<file path="config.mk">
export PLATFORM = sky130hd
export DESIGN_NAME = result_formatter
export DESIGN_NICKNAME = d
export VERILOG_FILES = /design/src/rtl/result_formatter.sv
export SDC_FILE = /design/constraint.sdc
export NUM_CORES = 1
export LEC_CHECK = 0
export CORE_ASPECT_RATIO = 1.5
export CORE_MARGIN = 3
export CORE_UTILIZATION = 40
export CTS_CLUSTER_SIZE = 28
export DETAILED_ROUTE_END_ITERATION = 10
export PLACE_DENSITY = 0.78
export SKIP_LAST_GASP = 1
export SLEW_MARGIN = 25
export SYNTH_ARGS = -nofsm -noshare
export SYNTH_HDL_FRONTEND = slang
export SYNTH_SLANG_ARGS = --single-unit
export TNS_END_PERCENT = 1
</file>
<file path="constraint.sdc">
create_clock -name clk -period 1.9 [get_ports clk]
set_clock_uncertainty 0.1 [all_clocks]
set_input_delay 0.19 -clock clk [delete_from_list [all_inputs] [get_ports clk]]
set_output_delay 0.19 -clock clk [all_outputs]
set_load 0.01 [all_outputs]
</file>
<file path="src/rtl/result_formatter.sv">
// result_formatter: converts a signed two's-complement ALU result into the
// magnitude / sign / error form used by the 7-segment output driver.
// Build option: define RESULT_FORMATTER_BCD_EN to convert the magnitude to
// packed BCD with an iterative double-dabble engine (CONVERT state). Without
// it, o_data is the zero-extended binary magnitude with one-cycle latency.
module result_formatter #(
   parameter int DATA_WIDTH = 16,
   parameter int OUT_WIDTH  = 20
) (
   input  logic                  clk,
   input  logic                  rst_n,
   input  logic [DATA_WIDTH-1:0] i_result,
   input  logic                  i_error,
   input  logic                  i_valid,
   output logic                  o_ready,
   output logic [OUT_WIDTH-1:0]  o_data,
   output logic                  o_error,
   output logic                  o_data_is_neg,
   output logic                  o_valid,
   input  logic                  i_ready
);

   if (DATA_WIDTH < 4 || OUT_WIDTH < DATA_WIDTH || (OUT_WIDTH % 4) != 0) begin : g_param_check
      $fatal(1, "result_formatter: illegal DATA_WIDTH/OUT_WIDTH combination");
   end

`ifdef RESULT_FORMATTER_BCD_EN
   typedef enum logic [1:0] {
      IDLE    = 2'd0,
      CONVERT = 2'd1,
      OUTPUT  = 2'd2
   } state_t;
`else
   typedef enum logic [1:0] {
      IDLE    = 2'd0,
      OUTPUT  = 2'd2
   } state_t;
`endif

   state_t state;
   state_t state_next;

   logic                  in_neg;
   logic [DATA_WIDTH-1:0] mag;
   logic                  accept;

   // Sign and magnitude of the incoming result; the most negative value
   // wraps to 2^(DATA_WIDTH-1), which is the correct unsigned magnitude.
   always_comb begin
      in_neg = i_result[DATA_WIDTH-1];
      mag    = in_neg ? ((~i_result) + DATA_WIDTH'(1)) : i_result;
      accept = (state == IDLE) && i_valid;
   end

`ifdef RESULT_FORMATTER_BCD_EN
   localparam int BCD_W  = 4 * ((DATA_WIDTH + 2) / 3);
   localparam int DD_W   = BCD_W + DATA_WIDTH;
   localparam int EXT_W  = (BCD_W > OUT_WIDTH) ? BCD_W : OUT_WIDTH;
   localparam int CNT_W  = $clog2(DATA_WIDTH);

   logic [DATA_WIDTH-1:0] bin_sr;
   logic [BCD_W-1:0]      bcd_sr;
   logic [CNT_W-1:0]      cnt;
   logic [BCD_W-1:0]      bcd_adj;
   logic [DD_W-1:0]       dd_shift;
   logic [EXT_W-1:0]      bcd_ext;
   logic                  bcd_ovf;
   logic                  convert_last;

   // One double-dabble step: add 3 to every nibble >= 5, then shift the
   // combined {bcd, bin} register left by one. bcd_ext is the BCD value that
   // results from this step, padded so overflow above OUT_WIDTH is a plain OR.
   always_comb begin
      bcd_adj = bcd_sr;
      for (int unsigned i = 0; i < BCD_W / 4; i++) begin
         if (bcd_sr[4*i +: 4] >= 4'd5) begin
            bcd_adj[4*i +: 4] = bcd_sr[4*i +: 4] + 4'd3;
         end
      end
      dd_shift     = {bcd_adj, bin_sr} << 1;
      bcd_ext      = EXT_W'(dd_shift[DD_W-1:DATA_WIDTH]);
      bcd_ovf      = |(bcd_ext >> OUT_WIDTH);
      convert_last = (state == CONVERT) && (cnt == '0);
   end

   // Double-dabble shift registers and step counter.
   always_ff @(posedge clk or negedge rst_n) begin
      if (!rst_n) begin
         bin_sr <= '0;
         bcd_sr <= '0;
         cnt    <= '0;
      end else if (accept && !i_error) begin
         bin_sr <= mag;
         bcd_sr <= '0;
         cnt    <= CNT_W'(DATA_WIDTH - 1);
      end else if (state == CONVERT) begin
         bin_sr <= dd_shift[DATA_WIDTH-1:0];
         bcd_sr <= dd_shift[DD_W-1:DATA_WIDTH];
         if (cnt != '0) begin
            cnt <= cnt - CNT_W'(1);
         end
      end
   end
`endif

   // State register.
   always_ff @(posedge clk or negedge rst_n) begin
      if (!rst_n) begin
         state <= IDLE;
      end else begin
         state <= state_next;
      end
   end

   // Next-state logic; unused encodings fall back to IDLE.
   always_comb begin
      state_next = state;
      case (state)
         IDLE: begin
            if (i_valid) begin
`ifdef RESULT_FORMATTER_BCD_EN
               state_next = i_error ? OUTPUT : CONVERT;
`else
               state_next = OUTPUT;
`endif
            end
         end
`ifdef RESULT_FORMATTER_BCD_EN
         CONVERT: begin
            if (cnt == '0) begin
               state_next = OUTPUT;
            end
         end
`endif
         OUTPUT: begin
            if (i_ready) begin
               state_next = IDLE;
            end
         end
         default: state_next = IDLE;
      endcase
   end

   // Output word registers; loaded on accept (and at the end of conversion
   // in the BCD build), otherwise held stable.
   always_ff @(posedge clk or negedge rst_n) begin
      if (!rst_n) begin
         o_data        <= '0;
         o_error       <= 1'b0;
         o_data_is_neg <= 1'b0;
      end else if (accept) begin
         if (i_error) begin
            o_data        <= '0;
            o_error       <= 1'b1;
            o_data_is_neg <= 1'b0;
         end else begin
            o_error       <= 1'b0;
            o_data_is_neg <= in_neg;
`ifdef RESULT_FORMATTER_BCD_EN
            o_data        <= '0;
`else
            o_data        <= OUT_WIDTH'(mag);
`endif
         end
      end
`ifdef RESULT_FORMATTER_BCD_EN
      else if (convert_last) begin
         if (bcd_ovf) begin
            o_data        <= '0;
            o_error       <= 1'b1;
            o_data_is_neg <= 1'b0;
         end else begin
            o_data        <= bcd_ext[OUT_WIDTH-1:0];
         end
      end
`endif
   end

   assign o_valid = (state == OUTPUT);
   assign o_ready = (state == IDLE) && rst_n;

endmodule

</file>
Yosys cells after proc, flatten, opt, wreduce, memory -nomap -nowiden
Index checks and enable logic that the tools add are counted.
{"block": "totals", "regBits": 24}
{"block": "classes", "muxes": 7, "n_bitwise": 1, "reduce_logical": 4, "add_sub_neg": 1, "eq_ne": 3}
{"operator": "$mux W16", "n": 2}
{"operator": "$add A16 B1 Y16 const B", "n": 1}
{"operator": "$not A16 Y16", "n": 1}
{"operator": "$mux W2", "n": 2}
{"operator": "$pmux W2 S2", "n": 1}
{"operator": "$eq A2 B2 Y1 const B", "n": 1}
{"operator": "$logic_and A1 B1 Y1", "n": 2}
{"operator": "$logic_not A2 Y1", "n": 1}
{"operator": "$mux W1", "n": 2}
{"operator": "$ne A2 B1 Y1 const B", "n": 1}
{"operator": "$ne A2 B2 Y1 const B", "n": 1}
{"operator": "$reduce_and A2 Y1", "n": 1}

Longest topological paths before layout
Gate-level depths: netlist of run 1.
{"block": "depth", "depth_word": 4, "ltp_mapped": 5}

Worst setup path after synthesis of run 1
Ideal clock, no wire load.
{"block": "synth_path", "path_kind": "register -> register", "start": "register state[1]", "end": "register o_data[12]", "path_slack_ps": 509, "t_arrival_ps": 1225, "stages_incl_launch_ff": 5, "t_required_ps": 1734, "n_path_buf": 0, "path_cell_list": "dfrtp_1 nand4bb_1 or2_2 mux2i_1 a221o_1"}
{"block": "synth_via", "elab_chain_cells": 2}
{"item": "start: declaration", "line": "40", "rtl": "state_t state;"}
{"item": "start signal: assignment", "line": "111", "rtl": "state <= state_next;"}
{"item": "$logic_not A2 Y1", "line": "52", "rtl": "accept = (state == IDLE) && i_valid;"}
{"item": "$logic_and A1 B1 Y1", "line": "52"}
{"item": "end signal: assignment", "line": "162", "rtl": "o_data <= OUT_WIDTH'(mag);"}
{"item": "end: declaration", "line": "16", "rtl": "output logic [OUT_WIDTH-1:0] o_data,"}
No other way between the ends.
A chain may end at the register's enable or synchronous reset.

Worst setup path after layout of run 1
{"block": "layout_path", "start": "register state[1]", "end": "output port o_ready"}
{"block": "layout_via", "elab_chain_cells": 2}
{"item": "$logic_not A2 Y1", "line": "180", "rtl": "assign o_ready = (state == IDLE) && rst_n;"}
{"item": "$logic_and A1 B1 Y1", "line": "180"}
{"item": "end: declaration", "line": "15", "rtl": "output logic o_ready,"}
No other way between the ends.

==> results of run 1 <==
## power groups by stage
stage	combinational, µW	clock [µW]	sequential [µW]
floorplan	137	0	547
global placement	406	0	515
detailed placement	415	0	517
CTS	418	211	509
global route	448	233	517
finish	414	205	509
## cells in the final DEF (no fill, tap or decap), types with 2 or more instances in the layout
master                            netlist  routed
sky130_fd_sc_hd__nand2b_1               2       2
sky130_fd_sc_hd__nand2_1                7       7
sky130_fd_sc_hd__o31ai_1                3       3
sky130_fd_sc_hd__a22oi_1                3       3
sky130_fd_sc_hd__nand3_1                4       4
sky130_fd_sc_hd__xnor2_1                5       5
sky130_fd_sc_hd__a21oi_1                3       3
sky130_fd_sc_hd__xor2_1                 4       4
sky130_fd_sc_hd__nand4_1                4       4
sky130_fd_sc_hd__o21ai_0                2       2
sky130_fd_sc_hd__a211o_1                3       3
sky130_fd_sc_hd__conb_1                 1       4
sky130_fd_sc_hd__clkdlybuf4s50_1        0      40
sky130_fd_sc_hd__buf_4                  4       9
sky130_fd_sc_hd__a31oi_1                3       3
sky130_fd_sc_hd__nor3_1                 6       6
sky130_fd_sc_hd__and3_2                 2       2
sky130_fd_sc_hd__inv_1                  6       6
sky130_fd_sc_hd__a22o_1                 9       9
sky130_fd_sc_hd__dfrtp_1               19      19
sky130_fd_sc_hd__clkbuf_4               0       3
sky130_fd_sc_hd__nor2_1                 5       5
## stage by stage
stage | cells | hold WS, ns | instance area (µm²) | util [%] | power (µW)
2_1_floorplan | 113 | -0.206 | 1090 | - | 684
3_3_place_gp | 191 | 0.360 | 1560 | 62.4 | 921
3_5_place_dp | 191 | 0.372 | 1560 | 62.4 | 932
4_1_cts | 195 | 0.193 | 1590 | 63.5 | 1140
5_1_grt | 195 | 0.191 | 1590 | 63.5 | 1200
6_report | 195 | 0.175 | 1590 | 63.5 | 1130
## area by class of cell
class / count / area [µm²] / area share, %
Clock buffer: 3 / 22.5 / 1.42
Clock inverter: 1 / 5.00 / 0.315
Inverter: 6 / 22.5 / 1.42
Multi-Input combinational cell: 81 / 552 / 34.7
Sequential cell: 19 / 475 / 29.9
Tap cell: 36 / 45.0 / 2.83
Timing Repair Buffer: 49 / 468 / 29.4
## final timing paths
| kind | end | start | slack [ns] | depth (start not counted) |
|---|---|---|---|---|
| hold reg to reg | o_data[5]$_DFFE_PN0P_ | o_data[5]$_DFFE_PN0P_ | 0.39 | 2 |
| setup reg to reg | o_data[11]$_DFFE_PN0P_ | state[1]$_DFFE_PN0P_ | 0.35 | 4 |
| setup / recovery | o_ready | state[1]$_DFFE_PN0P_ | 0.21 | 2 |
| hold / removal | o_data[9]$_DFFE_PN0P_ | rst_n | 0.18 | 2 |
| max in group asynchronous | o_data[7]$_DFFE_PN0P_ | rst_n | 1.31 | 2 |
| min in group clk | state[1]$_DFFE_PN0P_ | i_ready | 0.35 | 2 |
## flip-flops by register name, summed over array words and instances, names as in the netlist
register	flops
o_data	16
state	1
o_data_is_neg	1
o_error	1
## critical path: cells and delay by family (launching register included)
family / cells / cell delay (ns)
buffers and inverters: 1 / 0.54
DFF: 1 / 0.44
and+or+nand+nor: 1 / 0.12
## metal layers
metal	wire length, µm	part of all wire, %	global-route usage, %
met4	59	2.0	8.86
met3	144	5.0	3.66
met1	1250	43	22.7
met2	1440	50	30.4
met5	0	0	0
## cell families after synthesis
kind of cell               Yosys count  share of synthesized area, %
muxes                                2                          1.97
other                                1                         0.347
DFF                                 19                          44.0
AOI/OAI and AO/OA                   29                          20.1
and+or+nand+nor                     36                          19.1
xor gates and xnor gates             9                          7.29
adders and majority gates            1                          1.16
buffers and inverters               13                          6.02
==> run summary, run 1 <==
The root cell of the clock tree is sky130_fd_sc_hd__clkbuf_4. The total I/O pin count is 45. Detailed routing inserted a total of a little over 1,000 vias. The path class of the tightest hold or removal check is in2async. The cell type with the largest total area after synthesis is sky130_fd_sc_hd__dfrtp_1. The signal on the critical path passes through nor2b_1 > clkdlybuf4s50_1. The Yosys warning count came out at 0. The number of instances in the synthesized netlist came out at 110.

CTS built an H-tree with a depth of 1. The via-per-instance ratio is 5.28. The sum of negative setup slack came out at 0 ns. On the worst path, the slowest cell contributes a delay of about 0.54 ns. The post-synthesis average cell area is 9.83 µm².

After detailed routing, the total wire length is about 2900 µm. Across every metal layer, demand over resource in global routing totals between 10% and 20%. The critical path is of the reg2out type. Max-cap violations in this run came to 0. STA classifies the critical path endpoint as an output pin. The peak supply drop is 0.000479 V. Synthesis inferred 19 register bits. The wire length per cell after detailed routing is about 15 µm. The number of hold buffers added after cts is 0. The data arrival time of the worst path came out at about 1.4 ns.

The total count of max-transition violations in the final report is 0. The net count of the finished layout is ~180. The actual slew at the worst max-slew pin is roughly 0.5 ns.

The setup slack of the critical path after layout came out at approximately 0.21 ns. The initial antenna violation count is 0. In this run the tightest slew margin relative to its limit is around two thirds. Combinational logic burns between 30% and 40% of the power. The number of gates resized after cts came out at 0.

Of the post-synthesis cell area, the dominant cell type holds 44.0%. The proportion of power drawn by the clock network came out at a little under a fifth. The number of enable flip-flop cells after synthesis came out at 0. The filler cells instantiated in the layout total approximately 230. The run finished with clean final reports.

The vertical die dimension came out at roughly 70 µm. The final estimated routing congestion in global placement came out at roughly 0.88. At the later pin of the worst-skew pair, clock insertion delay measures around 0.30 ns. The total clock sinks is 19. After synthesis, the most frequently instantiated cells are sky130_fd_sc_hd__dfrtp_1 (19), sky130_fd_sc_hd__a22o_1 (9), sky130_fd_sc_hd__nand2_1 (7). Cells with a size suffix above 1 make up between 10% and 20% of the layout. The diode insertion count for antenna repair came out at 0. Port buffering added 40 buffers. The post-CTS setup buffer count came out at 0. The main flop type after synthesis is sky130_fd_sc_hd__dfrtp_1. Once detail routing completed, the nets flagged for antenna violations numbered 0. The power spent charging and discharging nets came out at 341 µW.

The number of buffers between clock root and the deepest sink came out at 2. The first-pass GRT wire length is 4970 µm. The endpoint required time on the critical path came out at between 1.5 and 2 ns. Of the total power, the share spent switching nets is between 30% and 40%. The core outline area came out at 0.00250 mm².

Setup violations remaining at the end of the flow were counted as 0. In the post-synthesis netlist, the cell with the most instances is sky130_fd_sc_hd__dfrtp_1. Compared with the post-synthesis result, the final layout area differs by 47.1%. Timing would allow up to approximately 600 MHz. The via count of the first global-routing pass came out at approximately 1,100.

The clock input transition at the sequential cells of the worst setup and hold paths is 0.12 ns. The share of total power dissipated in sequential elements is between 40 and 50%. The total count of hold-check failures in the final report is 0. The detailed placement HPWL is about 2200 µm. STA classifies the critical path startpoint as a register. The total clock buffers created by CTS came out at 3. The effective utilization at floorplan is 43.2%. The final critical path time including I/O delays and setup is 1.69 ns. Entering global routing, the biggest net connects 20 pins. The residual DRC count is 0. Summed over all cells, the static leakage comes to 0.000692 µW. The total overflow left after global routing is 0. The die outline area came out at 0.00338 mm². The post-synthesis instance area is ~0.0011 mm². By area the synthesized netlist is led by sky130_fd_sc_hd__dfrtp_1 (44%), sky130_fd_sc_hd__a22o_1 (7.3%), sky130_fd_sc_hd__xnor2_1 (4.1%).

The iteration count of the initial detailed-routing pass is 4. The number of placement rows came out at 22. After synthesis, the netlist uses 34 different library cells.

On the critical path, the stage with the largest delay is an instance of sky130_fd_sc_hd__clkdlybuf4s50_1. The clock tree from TritonCTS is yes. Of all nets on the critical path, the largest fanout is 6. In this run the power density over the cells is a little over 700 mW/mm². The die is approximately 48 µm wide.

The async set or reset register ratio after synthesis came out at 100%. The internal portion of the total power is around 790 µW. The portion of the clock cycle consumed by the worst path in the final layout is between 80% and 90%. Summing the sequential cell areas from Yosys gives a little over two fifths of the chip area. The first-iteration detailed-routing DRC count came out at 34. Setup repair after global routing left no endpoint under its margin.

Prior to clock tree synthesis, the placed netlist has a worst setup slack of -0.0119 ns.
No activity file was read; power rests on OpenSTA's default activity.
==> inputs of run 2 (changes only) <==
--- a/config.mk
+++ b/config.mk
@@ -5,12 +5,14 @@
 export SDC_FILE = /design/constraint.sdc
 export NUM_CORES = 1
 export LEC_CHECK = 0
+export CAP_MARGIN = 20
 export CORE_ASPECT_RATIO = 1.5
 export CORE_MARGIN = 3
 export CORE_UTILIZATION = 40
 export CTS_CLUSTER_SIZE = 28
 export DETAILED_ROUTE_END_ITERATION = 10
-export PLACE_DENSITY = 0.78
+export PLACE_DENSITY = 0.76
+export RECOVER_POWER = 100
 export SKIP_LAST_GASP = 1
 export SLEW_MARGIN = 25
 export SYNTH_ARGS = -nofsm -noshare
==> run 2 against run 1 <==
Effect of this change: first-iteration DRC count rose by 12%; highest routed layer unchanged; largest power group unchanged; largest cell class unchanged; clock-buffer cell count did not move; combinational power fell by 7.5%.
==> run summary, run 2 (synthesized netlist as in run 1, its figures left out) <==
The total count of hold-check failures in the final report is 0. The first-pass GRT wire length is just over 5000 µm. Detailed routing inserted a total of ~1,100 vias. The diode insertion count for antenna repair is 0. The number of port buffers is 40.

The post-placement cell count came out at roughly 190. At the later pin of the worst-skew pair, clock insertion delay measures 0.30 ns. Summed over all layers, the routed wires come to approximately 3000 µm. The actual slew at the worst max-slew pin came out at approximately 1 ns.

For met1 alone, demand over resource in global routing was a little over a fifth. For this run, global-route usage on met3 was measured as about 2.4%. The die covers between 0.003 and 0.004 mm². The achievable clock frequency is 581 MHz. The path class of the tightest hold or removal check is in2reg. The endpoint required time on the critical path is 1.61 ns. The most congested layer reported by global routing is met2. The portion of the clock cycle consumed by the worst path in the final layout came out at roughly 91%.

The peak supply drop came out at ~0.00053 V. The power per standard cell area came out at slightly below 700 mW/mm². The area growth from synthesis to layout came out at 46.3%. The ratio of cells with drive above 1 in the final layout is approximately 9.3%. Total power for the finished layout comes to between 1000 and 1500 µW.

The flip-flop count of the largest register after layout came out at 16. For this configuration, the core starts out at a cell density of ~43%. The remaining number of nets flagged by the antenna check after routing came out at 0. The total setup violations reported at the end of the flow is 0. Entering global routing, the biggest net connects 20 pins. The number of placement rows is 22.

The initial antenna violation count came out at 0. The clock input transition at the sequential cells of the worst setup and hold paths is about 0.11 ns. The placed standard-cell area came out at 0.00159 mm². The die is 69.7 µm tall. The post-route worst hold slack is about 0.34 ns. The total I/O pin count is 45. In the routed layout, each cell is associated on average with a via count of about 5.5. TritonCTS built the clock tree. In the final design database the tool counted ~190 nets. Of all nets on the critical path, the largest fanout is 2.

In this run the deepest clock path goes through 2 buffers. The worst slew margin relative to its limit is 31.5%. The run finished with clean final reports. The total clock buffers created by CTS came out at 3. The first-iteration detailed-routing DRC count is 38.

The detailed placement HPWL is 2350 µm. CTS placed an instance of sky130_fd_sc_hd__clkbuf_4 at the clock tree root. STA classifies the critical path endpoint as an output pin. The worst setup path is launched from an input pin.

Buffers added to address setup during post-CTS repair amount to 0. The number of max-cap violations came out at 0. The leakage power summed over all cells is 0.000731 µW. The final estimated routing congestion in global placement came out at approximately 0.84.

The chip width came out at roughly 48 µm. The total count of max-transition violations in the final report came out at 0. The via count of the first global-routing pass was around 1,100. With fillers left out, the area of the finished cells amounts to about 0.0016 mm². Setup repair after global routing left no endpoint under its margin. The filler cells instantiated in the layout total around 230. The number of gates resized after cts came out at 0. The number of hold buffers added after CTS was 0. The final critical path time including I/O delays and setup came out at around 1.7 ns. The register with the most flip-flops in the final layout is o_data. The total overflow left after global routing is 0.

The core outline area is approximately 0.0025 mm². Setup total negative slack on the finished layout was measured at 0 ns. The met2 demand-to-capacity share in global routing came out at between 30 and 40%. The iteration count of the initial detailed-routing pass came out at 4. The final standard cell count with taps included and fillers excluded is ~200. The setup slack of the most critical reg-to-reg path is between 0.3 and 0.4 ns.

Dividing the detail-routed wire length by the instance count gives about 15 µm. In the layout the commonest cells are sky130_fd_sc_hd__dlygate4sd3_1 (21), sky130_fd_sc_hd__clkdlybuf4s50_1 (19), sky130_fd_sc_hd__dfrtp_1 (19). The critical path is of the in2out type.

The clock net in this run drives a total of 19 sinks. The data arrival time of the worst path came out at about 1.4 ns. The most common cell after layout, fill and taps aside is sky130_fd_sc_hd__dlygate4sd3_1. In the routed design, unresolved DRC markers number 0. The overall track demand over capacity in global routing came out at between 10% and 20%. In this run the number of H-tree levels came out at 1.
run 2: path summary, 6_finish.rpt:
path / start / endpoint / depth (start not counted)
max in group asynchronous: rst_n / o_data[10]$_DFFE_PN0P_ / 2
worst min register to register: o_data[5]$_DFFE_PN0P_ / o_data[5]$_DFFE_PN0P_ / 2
worst max register to register: state[1]$_DFFE_PN0P_ / o_error$_DFFE_PN0P_ / 3
worst min-delay path: i_ready / state[1]$_DFFE_PN0P_ / 2
min in group asynchronous: rst_n / state[1]$_DFFE_PN0P_ / 2
worst max-delay path: rst_n / o_ready / 3
run 2: power breakdown:
part           leakage (µW)  total, µW  switching [µW]  internal [µW]
Clock             0.0000177        211             132           78.5
Combinational      0.000466        383             173            210
Sequential         0.000247        507            36.7            470
run 2: area by class of cell:
type	count	area (µm²)	area share [%]
Sequential cell	19	475	30.1
Inverter	6	22.5	1.42
Multi-Input combinational cell	81	536	33.9
Clock inverter	1	5.00	0.316
Tap cell	36	45.0	2.85
Clock buffer	3	22.5	1.42
Timing Repair Buffer	52	475	30.1
run 2: worst max-delay path, cell delays in order:
cell and delay (ns):
sky130_fd_sc_hd__dlygate4sd3_1 0.56, sky130_fd_sc_hd__nor2b_1 0.14, sky130_fd_sc_hd__clkdlybuf4s50_1 0.54
run 2: metrics by stage:
step	utilization, %	setup WS (ns)
floorplan	-	0.509
global placement	63.3	0.0602
detailed placement	63.3	0.0181
CTS	64.4	0.188
global route	63.1	0.0668
finish	63.1	0.178
run 2: metal layers:
metal  vias to the layer above  wire length, µm
met5                         -                0
met4                         0               63
met3                        10              119
met2                        46             1630
met1                       534             1140
li1                        503                -
==> inputs of run 3 (changes only) <==
--- a/config.mk
+++ b/config.mk
@@ -8,11 +8,12 @@
 export CAP_MARGIN = 20
 export CORE_ASPECT_RATIO = 1.5
 export CORE_MARGIN = 3
-export CORE_UTILIZATION = 40
+export CORE_UTILIZATION = 45
 export CTS_CLUSTER_SIZE = 28
 export DETAILED_ROUTE_END_ITERATION = 10
-export PLACE_DENSITY = 0.76
+export PLACE_DENSITY = 0.84
 export RECOVER_POWER = 100
+export REMOVE_ABC_BUFFERS = 1
 export SKIP_LAST_GASP = 1
 export SLEW_MARGIN = 25
 export SYNTH_ARGS = -nofsm -noshare
==> constraint.sdc (replaced) <==
create_clock -name clk -period 2.1 [get_ports clk]
set_clock_uncertainty 0.1 [all_clocks]
set_input_delay 0.21 -clock clk [delete_from_list [all_inputs] [get_ports clk]]
set_output_delay 0.21 -clock clk [all_outputs]
set_load 0.01 [all_outputs]
==> run 3 against run 2 <==
Effect of this change: worst setup slack gained 0.097 ns; first-iteration DRC count grew 2.6%; cell count shrank 9.6%; critical endpoint unchanged.
==> run summary, run 3 (synthesized netlist as in run 1, its figures left out) <==
The first-iteration detailed-routing DRC count came out at 39. In this run the power density over the cells is 639 mW/mm². The post-CTS setup buffer count came out at 0. Once placement completed, the tool counted placed cells totaling around 180. For the worst-skew pair, the clock arrives at the later sink with an insertion delay of about 0.28 ns. The highest cell delay on the worst timing path is roughly 0.61 ns. Setup total negative slack on the finished layout was measured at 0 ns.

The post-layout total power came out at about 980 µW. The end-of-flow core utilization is between 60% and 70%. The number of port buffers is 40. The chip width is roughly 46 µm. The total count of hold-check failures in the final report came out at 0.

The peak supply drop came out at just under 0.0004 V. Walking the worst path, the cells encountered are dlygate4sd3_1 > nor2b_1 > dlygate4sd3_1. The library cell used most frequently in the layout, excluding fill and tap cells, is sky130_fd_sc_hd__dlygate4sd3_1. The repair_antennas step left the layout with diodes totalling 0.

The detailed placement HPWL is ~2100 µm. The routed layout has slightly above 1,000 vias. The vertical die dimension came out at between 60 and 70 µm. o_data holds more flip-flops than any other register. The flip-flop count of the largest register after layout came out at 16. The worst slew margin relative to its limit is between 30% and 40%. The largest fanout of any net on the critical path came out at 2. The total wirelength of the detailed-routed design is roughly 2700 µm. The congestion estimate from routability-driven global placement came to 0.846.

The initial antenna violation count is 0. The cell with the most instances on the worst path is sky130_fd_sc_hd__dlygate4sd3_1. The worst setup path is of the in2out kind.

In this run the static leakage power is between 0.0007 and 0.0008 µW. The area growth from synthesis to layout is 41.4%. The core outline area is ~0.0023 mm². The remaining number of nets flagged by the antenna check after routing is 0. The worst setup path is launched from an input pin. The clock tree from TritonCTS is yes. In the finished design, the share of the clock period the worst path needs comes to between 80 and 90%. In the layout the commonest cells are sky130_fd_sc_hd__dlygate4sd3_1 (23), sky130_fd_sc_hd__dfrtp_1 (19), sky130_fd_sc_hd__clkdlybuf4s50_1 (17). Setup repair after global routing left no endpoint under its margin. The total clock sinks is 19. The actual slew at the worst max-slew pin is 1.04 ns.

The path class of the tightest hold or removal check is in2reg. Summed over all layers, the global routing overflow is 0. The die outline area came out at 0.00304 mm². The via-per-instance ratio is between 5 and 6.

The number of gates resized after cts came out at 0. The total count of max-transition violations in the final report is 0. The number of buffers between clock root and the deepest sink came out at 2. Entering global routing, the biggest net connects 20 pins. The via count of the first global-routing pass came out at between 1,000 and 1,500. The clock input transition at the sequential cells of the worst setup and hold paths came out at approximately 0.11 ns. After floorplanning, the core was divided into 21 placement rows. Once the floorplan was initialized, standard cells occupied between 40% and 50% of the core. Global routing consumed, over all layers together, about 20% of the routing resources. The largest individual stage delay along the critical path comes from the cell sky130_fd_sc_hd__dlygate4sd3_1. The tree is rooted in a sky130_fd_sc_hd__clkbuf_4. The residual DRC count is 0. The total I/O pin count is 45.

STA classifies the critical path endpoint as an output pin. In the final layout, the share of cells above drive strength 1 is under 10%. The first global-routing pass estimated roughly 4600 µm of wire.

The count of cells in the finished layout, fillers not included, comes to about 180. The total clock buffers created by CTS is 3. In this run the number of H-tree levels came out at 1.

The final layout contains between 150 and 200 nets. The iteration count of the initial detailed-routing pass came out at 4. Setup violations remaining at the end of the flow were counted as 0. The final critical path time including I/O delays and setup came out at approximately 1.8 ns. The number of max-cap violations is 0. The flow ran to the end, and the final reports show no timing, DRC or antenna violations. The wire length per cell after detailed routing is approximately 15 µm.

The endpoint required time on the critical path came out at 1.79 ns. For this run, the top clock speed supported by timing is 548 MHz. The number of hold buffers added after cts is 0. The data arrival time of the worst path is about 1.5 ns.
run 3: final cells by class:
class | count | area (µm²)
flip-flops and latches | 19 | 475
inverters | 6 | 22.5
clock buffers | 4 | 26.3
multi-input cells | 81 | 542
well taps | 23 | 28.8
repair buffers | 46 | 434
fillers | 193 | 731
run 3: path summary, 6_finish.rpt:
kind | startpoint | endpoint | slack, ns | depth (start not counted)
setup reg to reg | state[1]$_DFFE_PN0P_ | o_error$_DFFE_PN0P_ | 0.49 | 3
hold / removal | i_ready | state[1]$_DFFE_PN0P_ | 0.38 | 2
min in group asynchronous | rst_n | o_data[6]$_DFFE_PN0P_ | 0.57 | 2
hold reg to reg | o_data_is_neg$_DFFE_PN0P_ | o_data_is_neg$_DFFE_PN0P_ | 0.38 | 2
setup / recovery | rst_n | o_ready | 0.28 | 3
max in group asynchronous | rst_n | o_data[14]$_DFFE_PN0P_ | 0.71 | 2
run 3: per-stage QoR:
step | hold slack, ns | setup slack, ns | cell area, µm²
after CTS | 0.212 | 0.380 | 1550
after global routing | 0.393 | 0.195 | 1530
after detailed placement | 0.370 | 0.126 | 1520
after floorplan | -0.186 | 0.343 | 1050
final | 0.382 | 0.275 | 1530
after global placement | 0.365 | 0.157 | 1520
run 3: metal layers:
layer  track usage, %  wire length, µm
met5                0                0
met4             6.76               23
met3             1.63              151
met2             35.0             1510
met1             24.1             1010
run 3: report_power, final:
part / switching, µW / internal, µW / total [µW] / leakage, µW
sequential: 31.3 / 426 / 457 / 0.000247
clock: 112 / 73.6 / 186 / 0.0000150
combinational: 152 / 183 / 335 / 0.000443
run 3: critical path, delay by kind of cell:
family	cells	cell delay, ns
and+or+nand+nor	1	0.13
buffers and inverters	2	1.17
